File: src/rtl/block_row_packer.sv
// Write-side sequencer for the 8x8 LineBuffer transpose: packs a serial sample stream
// into 8-lane rows with a write strobe, then issues 8 column read strobes per block.

module block_row_packer_lane #(
    parameter int DATA_W = 12
) (
    input  logic              clk,
    input  logic              rst_n,
    input  logic              we,
    input  logic [DATA_W-1:0] d,
    output logic [DATA_W-1:0] q
);
    always_ff @(posedge clk or negedge rst_n) begin
        if (!rst_n)  q <= '0;
        else if (we) q <= d;
    end
endmodule

module block_row_packer #(
    parameter int DATA_W = 12,
    parameter int N      = 8
) (
    input  logic              i_clk,
    input  logic              i_rst_n,
    input  logic [DATA_W-1:0] i_data,
    input  logic              i_valid,
    output logic              o_ready,
    input  logic              i_drain_en,
    output logic [DATA_W-1:0] o_row0,
    output logic [DATA_W-1:0] o_row1,
    output logic [DATA_W-1:0] o_row2,
    output logic [DATA_W-1:0] o_row3,
    output logic [DATA_W-1:0] o_row4,
    output logic [DATA_W-1:0] o_row5,
    output logic [DATA_W-1:0] o_row6,
    output logic [DATA_W-1:0] o_row7,
    output logic              o_wr,
    output logic              o_rd,
    output logic [2:0]        o_row_idx,
    output logic [2:0]        o_col_idx,
    output logic              o_block_done
);
    typedef enum logic {FILL, DRAIN} state_t;

    localparam logic [2:0] LAST = 3'(N - 1);

    state_t                   state, state_nxt;
    logic [2:0]               col_cnt, row_cnt, rd_cnt;
    logic                     wr, done, xfer, rd;
    logic [N-1:0]             lane_we;
    logic [N-1:0][DATA_W-1:0] lanes;

    always_ff @(posedge i_clk or negedge i_rst_n) begin
        if (!i_rst_n) state <= FILL;
        else          state <= state_nxt;
    end

    always_comb begin
        state_nxt = state;
        xfer      = i_valid & (state == FILL);
        // Read held off while the row-7 write strobe is still on the bus.
        rd        = (state == DRAIN) & i_drain_en & ~wr;
        case (state)
            FILL:  if (xfer && row_cnt == LAST && col_cnt == LAST) state_nxt = DRAIN;
            DRAIN: if (rd && rd_cnt == LAST)                       state_nxt = FILL;
            default: state_nxt = FILL;
        endcase
    end

    // Counters wrap 7->0 on their own, so a completed block leaves all three at zero.
    always_ff @(posedge i_clk or negedge i_rst_n) begin
        if (!i_rst_n) begin
            col_cnt <= '0;
            row_cnt <= '0;
            rd_cnt  <= '0;
            wr      <= 1'b0;
            done    <= 1'b0;
        end else begin
            wr   <= xfer && col_cnt == LAST;
            done <= rd && rd_cnt == LAST;
            if (xfer) begin
                col_cnt <= col_cnt + 3'd1;
                if (col_cnt == LAST) row_cnt <= row_cnt + 3'd1;
            end
            if (rd) rd_cnt <= rd_cnt + 3'd1;
        end
    end

    for (genvar k = 0; k < N; k++) begin : g_lane
        assign lane_we[k] = xfer && (col_cnt == 3'(k));
        block_row_packer_lane #(.DATA_W(DATA_W)) u_lane (
            .clk  (i_clk),
            .rst_n(i_rst_n),
            .we   (lane_we[k]),
            .d    (i_data),
            .q    (lanes[k])
        );
    end

    assign o_ready      = (state == FILL);
    assign o_wr         = wr;
    assign o_rd         = rd;
    assign o_row_idx    = row_cnt;
    assign o_col_idx    = rd_cnt;
    assign o_block_done = done;
    assign o_row0       = lanes[0];
    assign o_row1       = lanes[1];
    assign o_row2       = lanes[2];
    assign o_row3       = lanes[3];
    assign o_row4       = lanes[4];
    assign o_row5       = lanes[5];
    assign o_row6       = lanes[6];
    assign o_row7       = lanes[7];
endmodule

File: config.mk
export PLATFORM = sky130hd
export DESIGN_NAME = block_row_packer
export DESIGN_NICKNAME = d
export VERILOG_FILES = /design/src/rtl/block_row_packer.sv
export SDC_FILE = /design/constraint.sdc
export NUM_CORES = 1
export LEC_CHECK = 0
export BUFFER_PORTS_ARGS = -buffer_cell sky130_fd_sc_hd__buf_2
export CAP_MARGIN = 25
export CORE_UTILIZATION = 25
export CTS_BUF_LIST = sky130_fd_sc_hd__clkbuf_16
export DETAILED_ROUTE_END_ITERATION = 12
export GPL_ROUTABILITY_DRIVEN = 0
export PLACE_DENSITY = 0.55
export REMOVE_ABC_BUFFERS = 1
export SYNTH_ARGS = -nofsm -noshare
export SYNTH_HDL_FRONTEND = slang
export SYNTH_SLANG_ARGS = --single-unit
export TNS_END_PERCENT = 5
File: constraint.sdc
create_clock -name i_clk -period 1.9 [get_ports i_clk]
set_input_delay 0.38 -clock i_clk [delete_from_list [all_inputs] [get_ports i_clk]]
set_output_delay 0.38 -clock i_clk [all_outputs]
set_load 0.02 [all_outputs]
# Word-level counts from Yosys, hierarchy flattened
# Index checks and enable logic that the tools add are counted.
# op_classes
addsub	3
multipliers	0
div	0
order_cmp	0
eq_ne	9
shifts	0
muxes	3
n_bitwise	5
reduce_logical	13
# op_table
op	n
3-bit equality test, second input constant	6
1-bit logical AND	11
3-bit by 1-bit adder with 3-bit output, second input constant	3
3-bit by 2-bit equality test with 1-bit output, second input constant	2
1-bit bitwise AND	3
3-bit by 1-bit equality test with 1-bit output, second input constant	1
3-bit zero test	1
1-bit 2-to-1 mux	2
1-bit inverter	2
1-bit case mux with 2 select lines	1
2-bit AND reduction	1
# totals
reg_bits	108
latchBits	0
ramBits	0
mem_bits_ro	0
input_bits	16
out_inout_bits	106
wordCells	47
n_memories	0

# Logic depth before layout (Yosys ltp)
# depth
ltp_word	6
depth_mapped	5

# By module
# Synthesis repeated with hierarchy kept, for this count alone.
# hier_totals
hier_cells	251
hier_area_um2	4506.8
# by_module_without_submodules
module	n_inst	cells_per_inst	area_per_inst_um2
block_row_packer_lane	8	25	484.2
block_row_packer	1	51	633.1

# Least setup slack after synthesis
# OpenSTA, ideal clock, no wires.
# synth_timing
path_kind	flip-flop to flip-flop
from	register col_cnt[0]
to	register g_lane[7].u_lane.q[10]
setup_ns	0.125
arrival_time_ns	1.420
required_time_ns	1.775
setup_slack_ns	0.356
stages_incl_launch_ff	6
n_path_buf	1
period_less_slack_ns	1.544
path_cell_list	dfrtp_1 ha_1 ha_1 nand3b_4 buf_4 mux2_2
# synth_between
elab_chain_cells	2
# synth_rtl
element	line_no	text
from (decl)	48	logic [2:0] col_cnt, row_cnt, rd_cnt;
from (signal assigned)	82	col_cnt <= col_cnt + 3'd1;
3-bit equality test	90	assign lane_we[k] = xfer && (col_cnt == 3'(k));
1-bit logical AND	90	
to (signal assigned)	14	if (!rst_n) q <= '0;
to (signal assigned)	15	else if (we) q <= d;
to (decl)	11	output logic [DATA_W-1:0] q
# No other way between the ends.
# A chain may end at the register's enable or synchronous reset.

# Worst setup path in the final report
# layout_timing
from	register state
to	output port o_rd
# layout_between
elab_chain_cells	2
# layout_rtl
element	line_no	text
from (decl)	47	state_t state, state_nxt;
from (signal assigned)	55	else state <= state_nxt;
1-bit bitwise AND (2 in a row)	62	rd = (state == DRAIN) & i_drain_en & ~wr;
to (decl)	38	output logic o_rd,
# No other way between the ends.

==> reports/results.tsv <==
metric	value	unit
hpwl	7.79	mm
grt.overflow.total	0	
p_leak	2.66	nW
synth_area	0.00422	sq mm
multi_input_comb_area	0.00142	sq mm
reg2reg_setup_slack	0.18	ns
core	0.0165	sq mm
hold_violations	0	
critPathRequiredTime	1.52	ns
via_per_inst	4.17	
cts-buffers-inserted	9	
clk_latency	0.35	ns
numPortBuffers	121	
dieArea	0.0174	sq mm
comb_power_share	44.0	%
worst_pin_slew	0.518	ns
fill_cells	1670	
critical_path_class	flip-flop to output pin	
grtUsageTotal	12.9	%
die_w	132	microns
cts-root-buf	clkbuf_16	
routed_wl	10.7	mm
design_area	0.00549	sq mm
ys_types	14	
grt_pass1_wl	16.5	mm
place_area	0.00521	sq mm
rsz0062_at_grt	no	
drt-initial-drc-count	42	
clock_sink_count	108	
start_kind	flip-flop	
crit_path_cell_trace	buf_4 > nand3b_1 > inv_1 > buf_2	
p_int	6.43	mW
total_power	10.5	mW
drive_above_1_share	65.1	%
p_switching	4.05	mW
cts_tree	built	
cts_max_path_buffers	2	
pwr-share-clk	17.1	%
cts_resized	0	
clkTransAtPathRegs	0.07	ns
register_area	0.00270	sq mm
cts-htree-levels	3	
fin_crit_sh	91.7	%
clock_skew	0.00339	ns
hold_ws	0.00949	ns
synth_seq_area_share	64.0	%
max_clock_freq	574	MHz
slowest_delay	0.45	ns
crit_fanout	8	
fin_crit	1.74	ns
wl_per_cell	17.4	microns
p_seq_share	38.8	%
grt_max_degree	37	
ys_seq_elements	108	
antenna_found_initial	0	
num-nets-final	419	
io_pins	122	
area_growth	30.0	%
crit_path_start	state$_DFF_PN0_	
relSlewSlack	65.5	%
cts_setup_buffers	0	
power.density	1910	mW/mm^2
die_y	132	microns
setup-tns-final	0	ns
setup_violations	0	
first_global_vias	2695	
peakVddDrop	720	uV
num_rows	47	
crit_path_top_delay_cell	dfrtp_2	
num_antenna_cells	0	
synthCells	252	
yosysWarnings	0	
r2r_start	col_cnt[0]$_DFFE_PN0N_	
final_core_util	33.2	%
worst_ep_arrival_time	1.36	ns
r2r_end	o_row_idx[1]$_DFFE_PN0P_	
r2r_cells	5	
antenna_left	0	
via_count	2567	
ctsHoldBuffers	0	
synth_area_per_cell	16.7	sq um
report.final.slew_viol_count	0	
drc	0	
switching_share	38.7	%
hp-class	input port to async pin	
status	finished clean	
drv_cap	0	
initial_core_util	25.5	%
dr.pass1.iters	3	
endpoint_kind	output pin	
Yosys cell counts:
cell type  instances  area (sq um)
nand3b_4           1          20.0
buf_4              8          60.1
inv_1              7          26.3
nand3b_1           2          15.0
clkbuf_2           2          10.0
xnor2_1            3          26.3
ha_1              10           125
nand4b_1           4          35.0
and4bb_2           3          37.5
mux2_2           101          1140
dfrtp_1          108          2700
nand2b_1           1          6.26
a22o_1             1          8.76
mux2i_1            1          10.0
flip-flops by register name, indices dropped and copies added, names as in the netlist:
register / count
col_cnt: 3
g_lane.u_lane.q: 96
o_block_done: 1
o_col_idx: 3
o_row_idx: 3
o_wr: 1
state: 1
layer usage:
layer  track usage (%)  vias to the layer above  routed length [microns]
met5                 0                        -                        0
met4              5.43                        0                      190
met3              3.15                       12                      498
met2              20.1                       67                     5070
met1              17.0                     1311                     4920
li1                  -                     1177                        -
critical path, delay by kind of cell, from the launching register on:
kind                   cells  cell delay (ns)
buffers and inverters      3             0.38
and+or+nand+nor            1             0.19
DFF                        1             0.45
kinds of logic after synthesis:
kind of cell               synth area share [%]
buffers and inverters                      2.28
xor gates and xnor gates                  0.623
muxes                                      27.2
AOI/OAI and AO/OA                         0.208
DFF                                        64.0
adders and majority gates                  2.96
and+or+nand+nor                            2.70
cell type report:
cell class              instances  area share, %
repair buffers                140           14.4
flip-flops and latches        108           49.3
well taps                     220           5.02
multi-input cells             127           25.9
clock buffers                   9           4.11
inverters                       7          0.479
clock inverters                 4          0.821
how the worst max path moves through the flow:
stage,end,slack (ns),cells past startpoint
after global routing,o_row_idx[1]$_DFFE_PN0P_,0.06,5
final,o_rd,0.16,4
after CTS,o_rd,0.08,4
after floorplan,g_lane[3].u_lane.q[0]$_DFFE_PN0P_,0.29,4
after detailed placement,o_row_idx[1]$_DFFE_PN0P_,0.14,5
after global placement,o_row_idx[1]$_DFFE_PN0P_,0.24,5
cell usage in the layout, fill, tap and decap left out, drive strengths merged:
master,netlist,routed
mux2i,1,1
and4bb,3,3
bufinv,0,1
nand3b,3,3
dfrtp,108,108
inv,7,8
clkinv,0,1
buf,8,140
clkinvlp,0,1
nand2b,1,1
xnor2,3,3
mux2,101,101
a22o,1,1
ha,10,10
nand4b,4,4
clkbuf,2,9
power groups by stage:
stage	Clock [mW]	Sequential, mW	Combinational, mW
2_1_floorplan	0	5.39	1.54
3_3_place_gp	0	4.09	4.61
3_5_place_dp	0	4.11	4.69
4_1_cts	1.88	4.09	4.70
5_1_grt	1.95	4.22	4.92
6_report	1.80	4.07	4.62
metrics by stage:
stage	setup WS [ns]	std cells
after global routing	0.0569	615
final	0.158	615
after detailed placement	0.144	602
after floorplan	0.291	242
after CTS	0.0792	615
after global placement	0.237	602
Power figures use the tool's default switching activity.
